===== config.mk =====
export PLATFORM = sky130hd
export DESIGN_NAME = uart_tx_engine
export DESIGN_NICKNAME = d
export VERILOG_FILES = /design/src/rtl/uart_tx_engine.sv
export SDC_FILE = /design/constraint.sdc
export NUM_CORES = 1
export LEC_CHECK = 0
export ABC_AREA = 1
export CAP_MARGIN = 30
export CORE_ASPECT_RATIO = 0.8
export CORE_MARGIN = 4
export CORE_UTILIZATION = 60
export CTS_CLUSTER_DIAMETER = 100
export DETAILED_ROUTE_END_ITERATION = 10
export PLACE_DENSITY = 0.8
export SLEW_MARGIN = 20
export SYNTH_ARGS = -nofsm -noshare
export SYNTH_HDL_FRONTEND = slang
export SYNTH_SLANG_ARGS = --single-unit

===== constraint.sdc =====
create_clock -name clk -period 3.94 [get_ports clk]
set_input_delay 0.985 -clock clk [delete_from_list [all_inputs] [get_ports clk]]
set_output_delay 0.985 -clock clk [all_outputs]
set_load 0.02 [all_outputs]

===== src/rtl/uart_tx_engine.sv =====
// uart_tx_engine
//   Transmit serializer. Pops one word per frame from a byte FIFO
//   (rd_en/empty handshake, one-cycle read latency), then drives start,
//   data (LSB first), optional parity and stop bits onto the TX line.
//   A byte is popped only when the engine can send it right away.
//
// Ports
//   clk        : PLL clock
//   rst        : asynchronous reset, active low
//   enable     : lets new frames start; a frame in flight always completes
//   fifo_empty : FIFO empty flag
//   fifo_data  : FIFO read data, valid the cycle after fifo_rd_en
//   fifo_rd_en : single-cycle pop strobe
//   tx         : serial line, idle high
//   busy       : high from FETCH through the end of the last stop bit
//   frame_done : one-cycle pulse after the last stop bit

module uart_tx_engine #(
  parameter int CLK_FREQ  = 50_000_000,
  parameter int BAUD      = 115200,
  parameter int DATA_BITS = 8,
  parameter int PARITY    = 0,   // 0 none, 1 odd, 2 even
  parameter int STOP_BITS = 1
) (
  input  logic       clk,
  input  logic       rst,
  input  logic       enable,
  input  logic       fifo_empty,
  input  logic [7:0] fifo_data,
  output logic       fifo_rd_en,
  output logic       tx,
  output logic       busy,
  output logic       frame_done
);

  localparam int CPB   = CLK_FREQ / BAUD;
  localparam int CNT_W = (CPB > 1) ? $clog2(CPB) : 1;
  localparam logic [CNT_W-1:0] CNT_LAST = CNT_W'(CPB - 1);

  generate
    if (PARITY < 0 || PARITY > 2 || STOP_BITS < 1 || STOP_BITS > 2 ||
        DATA_BITS < 5 || DATA_BITS > 8 || CPB < 2) begin : g_bad_params
      $error("uart_tx_engine: illegal parameter value");
    end
  endgenerate

  typedef enum logic [2:0] {
    S_IDLE, S_FETCH, S_LOAD, S_START, S_DATA, S_PAR, S_STOP
  } state_t;

  state_t               state_q, state_d;
  logic [CNT_W-1:0]     cnt_q, cnt_d;
  logic [2:0]           idx_q, idx_d;
  logic [DATA_BITS-1:0] shift_q, shift_d;
  logic                 par_q, par_d;
  logic                 tx_d, rd_en_d, busy_d, done_d;
  logic                 bit_end;
  logic                 go;

  assign bit_end = (cnt_q == CNT_LAST);
  // The FIFO and enable are only looked at when a new frame may start.
  assign go      = enable && !fifo_empty;

  always_comb begin
    state_d = state_q;
    cnt_d   = bit_end ? '0 : cnt_q + CNT_W'(1);
    idx_d   = idx_q;
    shift_d = shift_q;
    par_d   = par_q;
    done_d  = 1'b0;

    unique case (state_q)
      S_IDLE: begin
        cnt_d = '0;
        if (go) state_d = S_FETCH;
      end
      S_FETCH: begin
        cnt_d   = '0;
        state_d = S_LOAD;
      end
      S_LOAD: begin
        cnt_d   = '0;
        shift_d = fifo_data[DATA_BITS-1:0];
        par_d   = (PARITY == 1) ? ~^fifo_data[DATA_BITS-1:0]
                                :  ^fifo_data[DATA_BITS-1:0];
        state_d = S_START;
      end
      S_START: begin
        if (bit_end) begin
          idx_d   = '0;
          state_d = S_DATA;
        end
      end
      S_DATA: begin
        if (bit_end) begin
          if (idx_q == 3'(DATA_BITS - 1)) begin
            idx_d   = '0;
            state_d = (PARITY != 0) ? S_PAR : S_STOP;
          end else begin
            idx_d   = idx_q + 3'd1;
            shift_d = shift_q >> 1;
          end
        end
      end
      S_PAR: begin
        if (bit_end) begin
          idx_d   = '0;
          state_d = S_STOP;
        end
      end
      S_STOP: begin
        // idx_q counts stop bits so the baud counter never exceeds one bit.
        if (bit_end) begin
          if (idx_q == 3'(STOP_BITS - 1)) begin
            idx_d   = '0;
            done_d  = 1'b1;
            state_d = go ? S_FETCH : S_IDLE;
          end else begin
            idx_d = idx_q + 3'd1;
          end
        end
      end
      default: begin
        cnt_d   = '0;
        idx_d   = '0;
        state_d = S_IDLE;
      end
    endcase

    // Outputs are decoded from the next state and registered, so they line
    // up with the state register and are glitch-free.
    tx_d = 1'b1;
    unique case (state_d)
      S_START: tx_d = 1'b0;
      S_DATA:  tx_d = shift_d[0];
      S_PAR:   tx_d = par_d;
      default: tx_d = 1'b1;
    endcase
    rd_en_d = (state_d == S_FETCH);
    busy_d  = (state_d != S_IDLE);
  end

  always_ff @(posedge clk or negedge rst) begin
    if (!rst) begin
      state_q    <= S_IDLE;
      cnt_q      <= '0;
      idx_q      <= '0;
      shift_q    <= '0;
      par_q      <= 1'b0;
      tx         <= 1'b1;
      fifo_rd_en <= 1'b0;
      busy       <= 1'b0;
      frame_done <= 1'b0;
    end else begin
      state_q    <= state_d;
      cnt_q      <= cnt_d;
      idx_q      <= idx_d;
      shift_q    <= shift_d;
      par_q      <= par_d;
      tx         <= tx_d;
      fifo_rd_en <= rd_en_d;
      busy       <= busy_d;
      frame_done <= done_d;
    end
  end

endmodule

; Word-level counts from Yosys, hierarchy flattened
; Index checks and enable logic that the tools add are counted.
[op_classes]
addsub = 2
eq_ne = 16
mux = 25
bitwise = 1
reduce_logical = 12
[ops]
columns = operator, count
row1 = $mux W3, 12
row2 = $pmux W3 S7, 1
row3 = $eq A3 B3 Y1 const B, 6
row4 = $mux W9, 2
row5 = $mux W8, 2
row6 = $pmux W8 S2, 1
row7 = $pmux W3 S4, 1
row8 = $add A9 B1 Y9 const B, 1
row9 = $eq A3 B2 Y1 const B, 3
row10 = $eq A9 B9 Y1 const B, 1
row11 = $reduce_xor A8 Y1, 1
row12 = $eq A3 B1 Y1 const B, 2
row13 = $logic_not A3 Y1, 2
row14 = $ne A2 B2 Y1 const B, 3
row15 = $mux W1, 5
row16 = $reduce_and A4 Y1, 1
row17 = $reduce_or A4 Y1, 1
row18 = $add A3 B1 Y3 const B, 1
row19 = $pmux W1 S3, 1
row20 = $reduce_and A3 Y1, 1
row21 = $reduce_bool A3 Y1, 1
row22 = $reduce_or A3 Y1, 1
row23 = $ne A2 B1 Y1 const B, 1
row24 = $reduce_bool A2 Y1, 1
row25 = other kinds (4), 4
[word_totals]
reg_bits = 28
input_bits = 12
elab_cells = 66

; Depth between registers and ports, before layout
; Gate-level depths: netlist of run 1.
[logic_depth]
depth_word = 8
ltp_mapped = 12
ltp_nobuf = 12

; Worst setup path after synthesis of run 1
; OpenSTA, ideal clock, no wires.
[synth_path]
path_kind = input -> register
start = input enable
end = register tx
setup_ns = 0.064
arrival_time_ns = 1.631
required_time_ns = 3.876
setup_slack_ns = 2.246
cell_stages = 8
path_cell_list = inv_1 -> nor2_1 -> nand2_1 -> nand2_1 -> o21bai_1 -> a21oi_4 -> nand4_1 -> nand3_1
[synth_between]
elab_chain_cells = 7
[synth_rtl]
columns = element, line
row1 = start: declaration, 27  ; input logic enable,
row2 = $logic_and A1 B1 Y1 (*), 62  ; assign go = enable && !fifo_empty;
row3 = $mux W1, 117  ; state_d = go ? S_FETCH : S_IDLE;
row4 = $mux W3, 114  ; if (idx_q == 3'(STOP_BITS - 1)) begin
row5 = $mux W3, 113  ; if (bit_end) begin
row6 = $pmux W3 S7 (*), 72  ; unique case (state_q)
row7 = $eq A3 B3 Y1 or $eq A3 B2 Y1 (tied branches), 133  ; unique case (state_d)
row8 = $pmux W1 S3 (*), 133
row9 = net tx_d, 56  ; logic tx_d, rd_en_d, busy_d, done_d;
row10 = end signal: assignment, 160  ; tx <= tx_d;
row11 = end: declaration, 31  ; output logic tx,
; Mark *: on every way through the listed nets, which the timed path passes. The rest lies on a longest branch.
; A chain may end at the register's enable or synchronous reset.

; Final worst setup path of run 1
[layout_path]
start = register tx
end = output tx
; No word-level cell between the ends.

==> impl_results.md, run 1 <==
* Die Area at 3640 um2
* Final hold vios at 0
* CP max stage delay at 600 ps
* Max_cap viols at 0
* PD cells at 283 nW/um2
* WP buf/inv at 1
* GR Overflow Total at 0
* Crit-path leading delay family: buffers and inverters
* Slew HR at 76.9%
* Post-CTS Hold Fix Bufs at 0
* Total Routing Usage GR at 21.4%
* Clock sinks at 28
* Clock-pin slew on the worst setup and hold paths at 160 ps
* Die Ht at 54.8 um
* Post-route cell area at 1880 um2
* Syn Inst Count at 199
* Core ar. at 2520 um2
* Status: finished, final reports clean
* Ys Warns at 0
* Arr. time, crit path at 1510 ps
* Hpwl dp at 2600 um
* Clock buffer depth at 2
* Req. time, crit path at 2950 ps
* DIE WIDTH at 66.4 um
* Initial antenna violation count at 0
* Largest net degree at the start of global routing at 29
* First-pass GRT wire length at 5770 um
* Post-route clock period utilization at 63.4%
* Async S/R FF share, synth at 100%
* Syn_area_per_cell at 8.24 um2
* Slew Limit Fails at 0
* H-tree lvl count at 1
* IO Count at 16
* WL per Instance at 13.2 um
* Vias at 1364
* Via/cell ratio at 5.39
* Post-CTS Resized at 0
* Initial DRC count at 86
* Final WS setup at 1440 ps
* Fin crit period at 2500 ps
* Ys flop type: dfrtp_1
* P&R area growth vs syn at 14.7%
* Crit-path slowest cell: clkdlybuf4s50_1
* FILL cells at 207
* Initial Utilization at 65.0%
* CTS buffer count at 3
* Leak pwr at 0.903 nW
* Final-stage net count at 235
* Worst-Skew Late Latency at 340 ps
* Unique masters post-synth at 31
* PortBufs at 15
* Hold_ws at 515 ps
* Register bit total from synthesis at 28
* Crit Path Category: reg2out
* TritonCTS clock tree: built
* Mapped Area at 1640 um2
* Crit path max fanout at 1
* Post-synth EDFFs at 0
* Final GP Congestion at 0.839
* Ant. Diodes at 0
* Crit path cell chain: clkdlybuf4s50_1
* Worst IR Drop VDD at 254 uV
* Pre-CTS WS at 1620 ps
* Skew final at 14.8 ps
* # rows at 16
* Unrepaired setup endpoints after global routing: false
* Hold crit path type: reg2reg
* Vias in the first global route at 1235
* DRT antenna net count at 0
* Post-route DRC violation count at 0
* Detailed Route WL at 3330 um
* Register area share after synthesis at 42.8%
* Maximum clock rate at 401 MHz
* DRT Pass-1 Iters at 4
* Final setup TNS at 0 ps
* Actual slew at the worst max-slew pin at 346 ps
* Crit. End Element: output port
* Startpoint Class: flop
* Root Driver: clkbuf_4
* Post-CTS Setup Bufs at 0
* Dpl cell area at 1830 um2
* Syn nets at 216
* Final setup violation count at 0
* Total power at 0.532 mW
* Ratio of cells with drive above 1 in the final layout at 13.4%
final cells by class:
type	count	area, um2	share of cell area, %
clock buffer	3	22.5	1.20
inverter	22	82.6	4.39
sequential	28	702	37.4
clock inverter	1	30.0	1.60
timing repair buffer	16	158	8.39
tap	36	45.0	2.40
multi-input combinational	147	840	44.7
sequential cells by signal (all words and copies together), names as in the netlist:
signal      cells
idx_q           3
busy            1
state_q         3
tx              1
par_q           1
frame_done      1
fifo_rd_en      1
cnt_q           9
shift_q         8
logic make-up (layout without fill, tap and decap cells):
group / after synthesis / count (layout) / synth area share (%)
and+or+nand+nor: 111 / 111 / 32.9
DFF: 28 / 28 / 42.8
buffers and inverters: 24 / 42 / 5.95
AOI/OAI and AO/OA: 20 / 20 / 8.63
xor gates and xnor gates: 11 / 11 / 5.88
adders and majority gates: 5 / 5 / 3.82
cell usage in the layout, fill, tap and decap left out, drive strengths merged:
cell / netlist / layout
inv: 21 / 21
nand3b: 1 / 1
bufinv: 0 / 1
nand4: 3 / 3
xor2: 5 / 5
nor3: 3 / 3
a21boi: 1 / 1
nor2: 25 / 25
clkbuf: 0 / 3
clkdlybuf4s50: 0 / 15
o21ai: 8 / 8
a21oi: 3 / 3
nor3b: 3 / 3
nand2: 54 / 54
clkinv: 1 / 1
o21bai: 1 / 1
or2: 1 / 1
a22oi: 6 / 6
xnor2: 6 / 6
o211ai: 1 / 1
nand3: 21 / 21
dfstp: 1 / 1
ha: 5 / 5
dfrtp: 27 / 27
buf: 2 / 1
path summary, 6_finish.rpt:
check                                        start                      to  slack, ps  cells past startpoint
worst max-delay path                  tx$_DFF_PN1_                      tx       1440                      1
worst min-delay path            cnt_q[0]$_DFF_PN0_      cnt_q[0]$_DFF_PN0_        520                      1
worst max register to register  cnt_q[1]$_DFF_PN0_  shift_q[3]$_DFFE_PN0P_       2260                     10
worst min register to register  cnt_q[0]$_DFF_PN0_      cnt_q[0]$_DFF_PN0_        520                      1
max in group asynchronous                      rst            tx$_DFF_PN1_       2650                      2
min in group asynchronous                      rst      cnt_q[7]$_DFF_PN0_        990                      2
per-layer routing:
metal	wire [um]	up-vias	GRT usage, %
met4	21	0	4.05
li1	-	677	-
met1	1740	657	32.3
met3	137	4	4.93
met2	1430	26	31.5
met5	0	-	0
where the power goes:
| part | internal [mW] | switching (mW) |
|---|---|---|
| Combinational | 0.0218 | 0.0223 |
| Sequential | 0.294 | 0.00277 |
| Clock | 0.103 | 0.0881 |
| Total | 0.419 | 0.113 |
per-stage QoR:
step / utilization, % / cells
final: 74.5 / 253
after global routing: 74.5 / 253
after CTS: 74.5 / 253
after detailed placement: 72.4 / 249
after global placement: 72.4 / 249
after floorplan: - / 199
synthesized netlist by cell type (4+ instances only):
master | number | area share [%]
a22oi_1 | 6 | 2.7
dfrtp_1 | 27 | 41
ha_1 | 5 | 3.8
inv_1 | 18 | 4.1
nand2_1 | 48 | 11
nand2_2 | 6 | 2.3
nand3_1 | 18 | 5.5
nor2_1 | 18 | 4.1
nor2_2 | 4 | 1.5
o21ai_0 | 5 | 1.5
xnor2_1 | 6 | 3.2
xor2_1 | 5 | 2.7
(Power assumes the default switching activity.)
==> run 2: changes to the inputs <==
--- a/config.mk
+++ b/config.mk
@@ -9,10 +9,10 @@
 export CAP_MARGIN = 30
 export CORE_ASPECT_RATIO = 0.8
 export CORE_MARGIN = 4
-export CORE_UTILIZATION = 60
+export CORE_UTILIZATION = 56
 export CTS_CLUSTER_DIAMETER = 100
 export DETAILED_ROUTE_END_ITERATION = 10
-export PLACE_DENSITY = 0.8
+export PLACE_DENSITY = 0.75
 export SLEW_MARGIN = 20
 export SYNTH_ARGS = -nofsm -noshare
 export SYNTH_HDL_FRONTEND = slang
==> constraint.sdc (replaced) <==
create_clock -name clk -period 2.5 [get_ports clk]
set_input_delay 0.625 -clock clk [delete_from_list [all_inputs] [get_ports clk]]
set_output_delay 0.625 -clock clk [all_outputs]
set_load 0.02 [all_outputs]
==> impl_results.md, run 2 (synthesized netlist as in run 1, its figures left out) <==
* Crit. End Element: output port
* Leak pwr at 0.904 nW (about the same)
* Die Ht at 56.4 um (+3.0%)
* Dpl cells at 251 (+0.80%)
* Hold EP: cnt_q[0]$_DFF_PN0_
* Hold crit path type: reg2reg
* Vias at 1353 (-0.81%)
* Unrepaired setup endpoints after global routing: false
* GR Overflow Total at 0 (unchanged)
* Post-route clock period utilization at 80.7%
* Post-CTS Setup Bufs at 0 (unchanged)
* Reg with most FFs: cnt_q
* Slew Limit Fails at 0 (unchanged)
* Switching power at 0.177 mW (+56%)
* PD cells at 432 nW/um2 (+53%)
* PortBufs at 15 (unchanged)
* Layout Cells excl Fill at 255 (+0.79%)
* Req. time, crit path at 1880 ps (-1070 ps)
* Post-CTS Resized at 0 (unchanged)
* Detailed Route WL at 3220 um (-3.2%)
* CTS buffer count at 3 (unchanged)
* CP startpoint: tx$_DFF_PN1_
* Die Area at 3860 um2 (+6.2%)
* Skew final at 4.81 ps (-10.0 ps)
* Clock buffer depth at 2 (unchanged)
* CP max stage delay at 590 ps (about the same)
* Worst IR Drop VDD at 387 uV (+53%)
* # rows at 17 (+1)
* DRT antenna net count at 0 (unchanged)
* Root Driver: clkbuf_8
* IO Count at 16 (unchanged)
* Commonest non-fill, non-tap cell in the layout: nand2_1
* WL per Instance at 12.6 um (-4.0%)
* Clock sinks at 28 (unchanged)
* Ant. Diodes at 0 (unchanged)
* Clock-pin slew on the worst setup and hold paths at 90 ps (-70 ps)
* Total Routing Usage GR at 20.1% (-1.3 points)
* WP buf/inv at 1 (unchanged)
* Crit-path slowest cell: clkdlybuf4s50_1
* R2R Setup Slk at 910 ps (-1350 ps)
* Switching part of the total at 21.7% (+0.41 points)
* Actual slew at the worst max-slew pin at 361 ps (+14.7 ps)
* Biggest regs: cnt_q: 9 flops, shift_q: 8 flops
* Clock power share at 34.2% (-1.7 points)
* Maximum clock rate at 496 MHz
* Sequential Power Share at 57.3% (+1.5 points)
* Initial Utilization at 58.8% (-6.2 points)
* Final GP Congestion at 0.795 (-5.2%)
* Startpoint Class: flop
* Hold Path Depth at 1 (unchanged)
* Post-CTS Hold Fix Bufs at 0 (unchanged)
* H-tree lvl count at 1 (unchanged)
* Core ar. at 2790 um2 (+10%)
* Slew HR at 75.9% (-0.99 points)
* Crit path max fanout at 1 (unchanged)
* Hold Path Origin: cnt_q[0]$_DFF_PN0_
* Max reg flops at 9 (unchanged)
* Crit Path Category: reg2out
* Arr. time, crit path at 1390 ps (-120 ps)
* DIE WIDTH at 68.5 um (+3.1%)
* Final setup violation count at 0 (unchanged)
* Logic pwr share at 8.5% (+0.2 points)
* Final-stage net count at 235 (unchanged)
* P&R area growth vs syn at 15.0%
* Internal Pwr Total at 0.638 mW (+52%)
* First-pass GRT wire length at 5990 um (+3.8%)
* Initial antenna violation count at 0 (unchanged)
* Largest net degree at the start of global routing at 29 (unchanged)
* Post-route DRC violation count at 0 (unchanged)
* Crit-path leading delay family: buffers and inverters
* RR Startpoint: cnt_q[1]$_DFF_PN0_
* FILL cells at 227 (+9.7%)
* Initial DRC count at 66 (-23%)
* Crit path cell chain: clkdlybuf4s50_1
* Final setup TNS at 0 ps (unchanged)
* Worst-Skew Late Latency at 270 ps (-70 ps)
* Final hold vios at 0 (unchanged)
* Fin crit period at 2020 ps
* DRT Pass-1 Iters at 6 (+2)
* Most frequent cells in the layout: 48 x nand2_1, 27 x dfrtp_1, 18 x inv_1, 18 x nor2_1, 18 x nand3_1
* Reg2reg end: tx$_DFF_PN1_
* Worst r2r path cells at 11 (+1)
* Ratio of cells with drive above 1 in the final layout at 13.4% (unchanged)
* Max_cap viols at 0 (unchanged)
* Vias in the first global route at 1396 (+13%)
* Hpwl dp at 2500 um (-4.0%)
* TritonCTS clock tree: built
* Status: finished, final reports clean
* Via/cell ratio at 5.31 (-1.6%)
==> run 2: power groups by stage <==
stage	Combinational, mW	Clock (mW)	Sequential (mW)
floorplan	0.0315	0	0.475
global placement	0.0671	0	0.475
detailed placement	0.0693	0	0.476
CTS	0.0699	0.292	0.467
global route	0.0791	0.322	0.469
finish	0.0689	0.279	0.467
==> run 2: how the worst max path moves through the flow <==
stage,endpoint,slack (ps),cells past startpoint
final,tx,480,1
after global routing,tx,430,1
after CTS,tx,470,1
after detailed placement,tx$_DFF_PN1_,600,9
after global placement,tx$_DFF_PN1_,630,9
after floorplan,tx$_DFF_PN1_,1090,11
==> run 2: cell type report <==
type	instances	area, um2	share of cell area [%]
Clock buffer	4	55.1	2.92
Inverter	22	82.6	4.38
Multi-Input combinational cell	147	840	44.6
Sequential cell	28	702	37.3
Tap cell	38	47.5	2.52
Timing Repair Buffer	16	158	8.37
==> run 2: metrics by stage <==
step | cell area (um2) | util [%] | hold slack (ps) | setup WS, ps | total power [mW]
finish | 1880 | 67.6 | 501 | 482 | 0.815
detailed placement | 1830 | 65.6 | 491 | 601 | 0.545
global placement | 1830 | 65.6 | 479 | 632 | 0.542
CTS | 1880 | 67.6 | 508 | 471 | 0.829
floorplan | 1640 | - | 329 | 1090 | 0.506
global route | 1880 | 67.6 | 542 | 432 | 0.870
==> run 2: routing by layer <==
| metal | part of all wire [%] | wire length (um) | vias up | global-route usage (%) |
|---|---|---|---|---|
| met5 | 0 | 0 | - | 0 |
| met1 | 45 | 1450 | 640 | 25.6 |
| met2 | 49 | 1580 | 29 | 32.1 |
| met4 | 1.7 | 55 | 0 | 6.80 |
| met3 | 4.1 | 131 | 8 | 5.80 |
| li1 | - | - | 676 | - |
==> run 3: changes to the inputs <==
==> constraint.sdc (replaced) <==
create_clock -name clk -period 2.03 [get_ports clk]
set_input_delay 0.5075 -clock clk [delete_from_list [all_inputs] [get_ports clk]]
set_output_delay 0.5075 -clock clk [all_outputs]
set_load 0.02 [all_outputs]
==> impl_results.md, run 3 (synthesized netlist as in run 1, its figures left out) <==
* Root Driver: clkbuf_8
* First-pass GRT wire length at 5990 um (unchanged)
* Post-CTS Setup Bufs at 0 (unchanged)
* Final-stage net count at 235 (unchanged)
* Crit-path leading delay family: buffers and inverters
* Status: finished, final reports clean
* Crit. End Element: output port
* Hold crit path type: reg2reg
* Most frequent cells in the layout: 48 x nand2_1, 27 x dfrtp_1, 18 x inv_1, 18 x nor2_1, 18 x nand3_1
* Commonest non-fill, non-tap cell in the layout: nand2_1
* Post-CTS Resized at 0 (unchanged)
* PD cells at 532 nW/um2 (+23%)
* Startpoint Class: flop
* Slew Limit Fails at 0 (unchanged)
* Hpwl dp at 2510 um (+0.33%)
* GR Overflow Total at 0 (unchanged)
* Die Area at 3860 um2 (unchanged)
* H-tree lvl count at 1 (unchanged)
* Total Routing Usage GR at 20.1% (-0.041 points)
* Initial antenna violation count at 0 (unchanged)
* CP max stage delay at 590 ps (about the same)
* DRT antenna net count at 0 (unchanged)
* Hold Path Origin: cnt_q[0]$_DFF_PN0_
* IO Count at 16 (unchanged)
* DIE WIDTH at 68.5 um (unchanged)
* Final setup violation count at 0 (unchanged)
* Slew HR at 75.8% (-0.11 points)
* Post-CTS Hold Fix Bufs at 0 (unchanged)
* Initial DRC count at 76 (+15%)
* Reg with most FFs: cnt_q
* Maximum clock rate at 526 MHz
* Final hold vios at 0 (unchanged)
* Biggest regs: cnt_q: 9 flops, shift_q: 8 flops
* P&R area growth vs syn at 15.0% (unchanged)
* Via/cell ratio at 5.33 (+0.37%)
* CTS buffer count at 3 (unchanged)
* WP buf/inv at 1 (unchanged)
* Leak pwr at 0.904 nW (unchanged)
* PortBufs at 15 (unchanged)
* Post-route clock period utilization at 93.6%
* Clock sinks at 28 (unchanged)
* Crit-path slowest cell: clkdlybuf4s50_1
* Fin crit period at 1900 ps
* Skew final at 4.78 ps (-0.0332 ps)
* Final GP Congestion at 0.795 (unchanged)
* Largest net degree at the start of global routing at 29 (unchanged)
* Crit Path Category: reg2out
* Clock-pin slew on the worst setup and hold paths at 90 ps (about the same)
* Final core area utilization at 67.6% (unchanged)
* DRT Pass-1 Iters at 4 (-2)
* Actual slew at the worst max-slew pin at 363 ps (+1.59 ps)
* Crit path max fanout at 1 (unchanged)
* Hold Path Depth at 1 (unchanged)
* Core ar. at 2790 um2 (unchanged)
* RR Startpoint: cnt_q[1]$_DFF_PN0_
* Unrepaired setup endpoints after global routing: false
* Crit path cell chain: clkdlybuf4s50_1
* Ratio of cells with drive above 1 in the final layout at 13.4% (unchanged)
* WL per Instance at 12.5 um (-0.96%)
* Worst r2r path cells at 11 (unchanged)
* # rows at 17 (unchanged)
* Arr. time, crit path at 1390 ps (about the same)
* Vias at 1358 (+0.37%)
* Max reg flops at 9 (unchanged)
* Logic depth of the worst path, buffers included at 1 (unchanged)
* TritonCTS clock tree: built
* Worst-Skew Late Latency at 270 ps (about the same)
* Vias in the first global route at 1402 (+0.43%)
* Initial Utilization at 58.8% (unchanged)
* Max_cap viols at 0 (unchanged)
* Clock buffer depth at 2 (unchanged)
* Die Ht at 56.4 um (unchanged)
* Ant. Diodes at 0 (unchanged)
* Post-route DRC violation count at 0 (unchanged)
* Req. time, crit path at 1520 ps (-360 ps)
* Detailed Route WL at 3190 um (-0.96%)
* Final setup TNS at 0 ps (unchanged)
* Worst IR Drop VDD at 474 uV (+22%)
* CP startpoint: tx$_DFF_PN1_
==> run 3: cell counts in the layout (fill, tap and decap cells not counted) <==
Identical to the previous run, type by type.
==> run 3: worst paths after layout <==
check / to / slack, ps
setup / recovery: tx / 130
hold / removal: cnt_q[0]$_DFF_PN0_ / 500
setup reg to reg: tx$_DFF_PN1_ / 420
hold reg to reg: cnt_q[0]$_DFF_PN0_ / 500
max in group asynchronous: tx$_DFF_PN1_ / 1120
min in group asynchronous: frame_done$_DFF_PN0_ / 600
==> run 3: final cells by class <==
| cell class | instances | area, um2 |
|---|---|---|
| Clock buffer | 4 | 55.1 |
| Fill cell | 238 | 902 |
| Inverter | 22 | 82.6 |
| Multi-Input combinational cell | 147 | 840 |
| Sequential cell | 28 | 702 |
| Tap cell | 38 | 47.5 |
| Timing Repair Buffer | 16 | 158 |
==> run 3: stage by stage <==
| stage | hold slack, ps | std cells | total power, mW | area [um2] | worst slack (ps) |
|---|---|---|---|---|---|
| 5_1_grt | 542 | 255 | 1.07 | 1880 | 79.9 |
| 4_1_cts | 508 | 255 | 1.02 | 1880 | 118 |
| 3_3_place_gp | 479 | 251 | 0.668 | 1830 | 279 |
| 2_1_floorplan | 212 | 199 | 0.623 | 1640 | 623 |
| 6_report | 503 | 255 | 1.00 | 1880 | 129 |
| 3_5_place_dp | 491 | 251 | 0.672 | 1830 | 247 |
==> run 3: metal layers <==
layer  vias up  GRT usage, %  share of wire [%]
li1        676             -                  -
met1       644          25.6                 45
met2        30          32.0                 49
met3         8          5.80                4.7
met4         0          6.80                1.4
met5         -             0                  0
==> run 3: report_power, final <==
| group | total, mW | switching [mW] | internal, mW | leakage (nW) |
|---|---|---|---|---|
| combinational | 0.0846 | 0.0424 | 0.0423 | 0.548 |
| clock | 0.343 | 0.169 | 0.174 | 0.0288 |
| sequential | 0.575 | 0.00521 | 0.570 | 0.327 |
==> run 3: worst reg2reg max path, cell delays in order, from the launching register on <==
cell and delay (ps):
dfrtp_1 400, inv_1 60, ha_1 160, nand2_1 90, nor2_2 170, nand3_2 120
nand2_2 110, nand2_2 70, nor2_4 140, nand2_1 60, o21ai_1 80, nand3_1 90
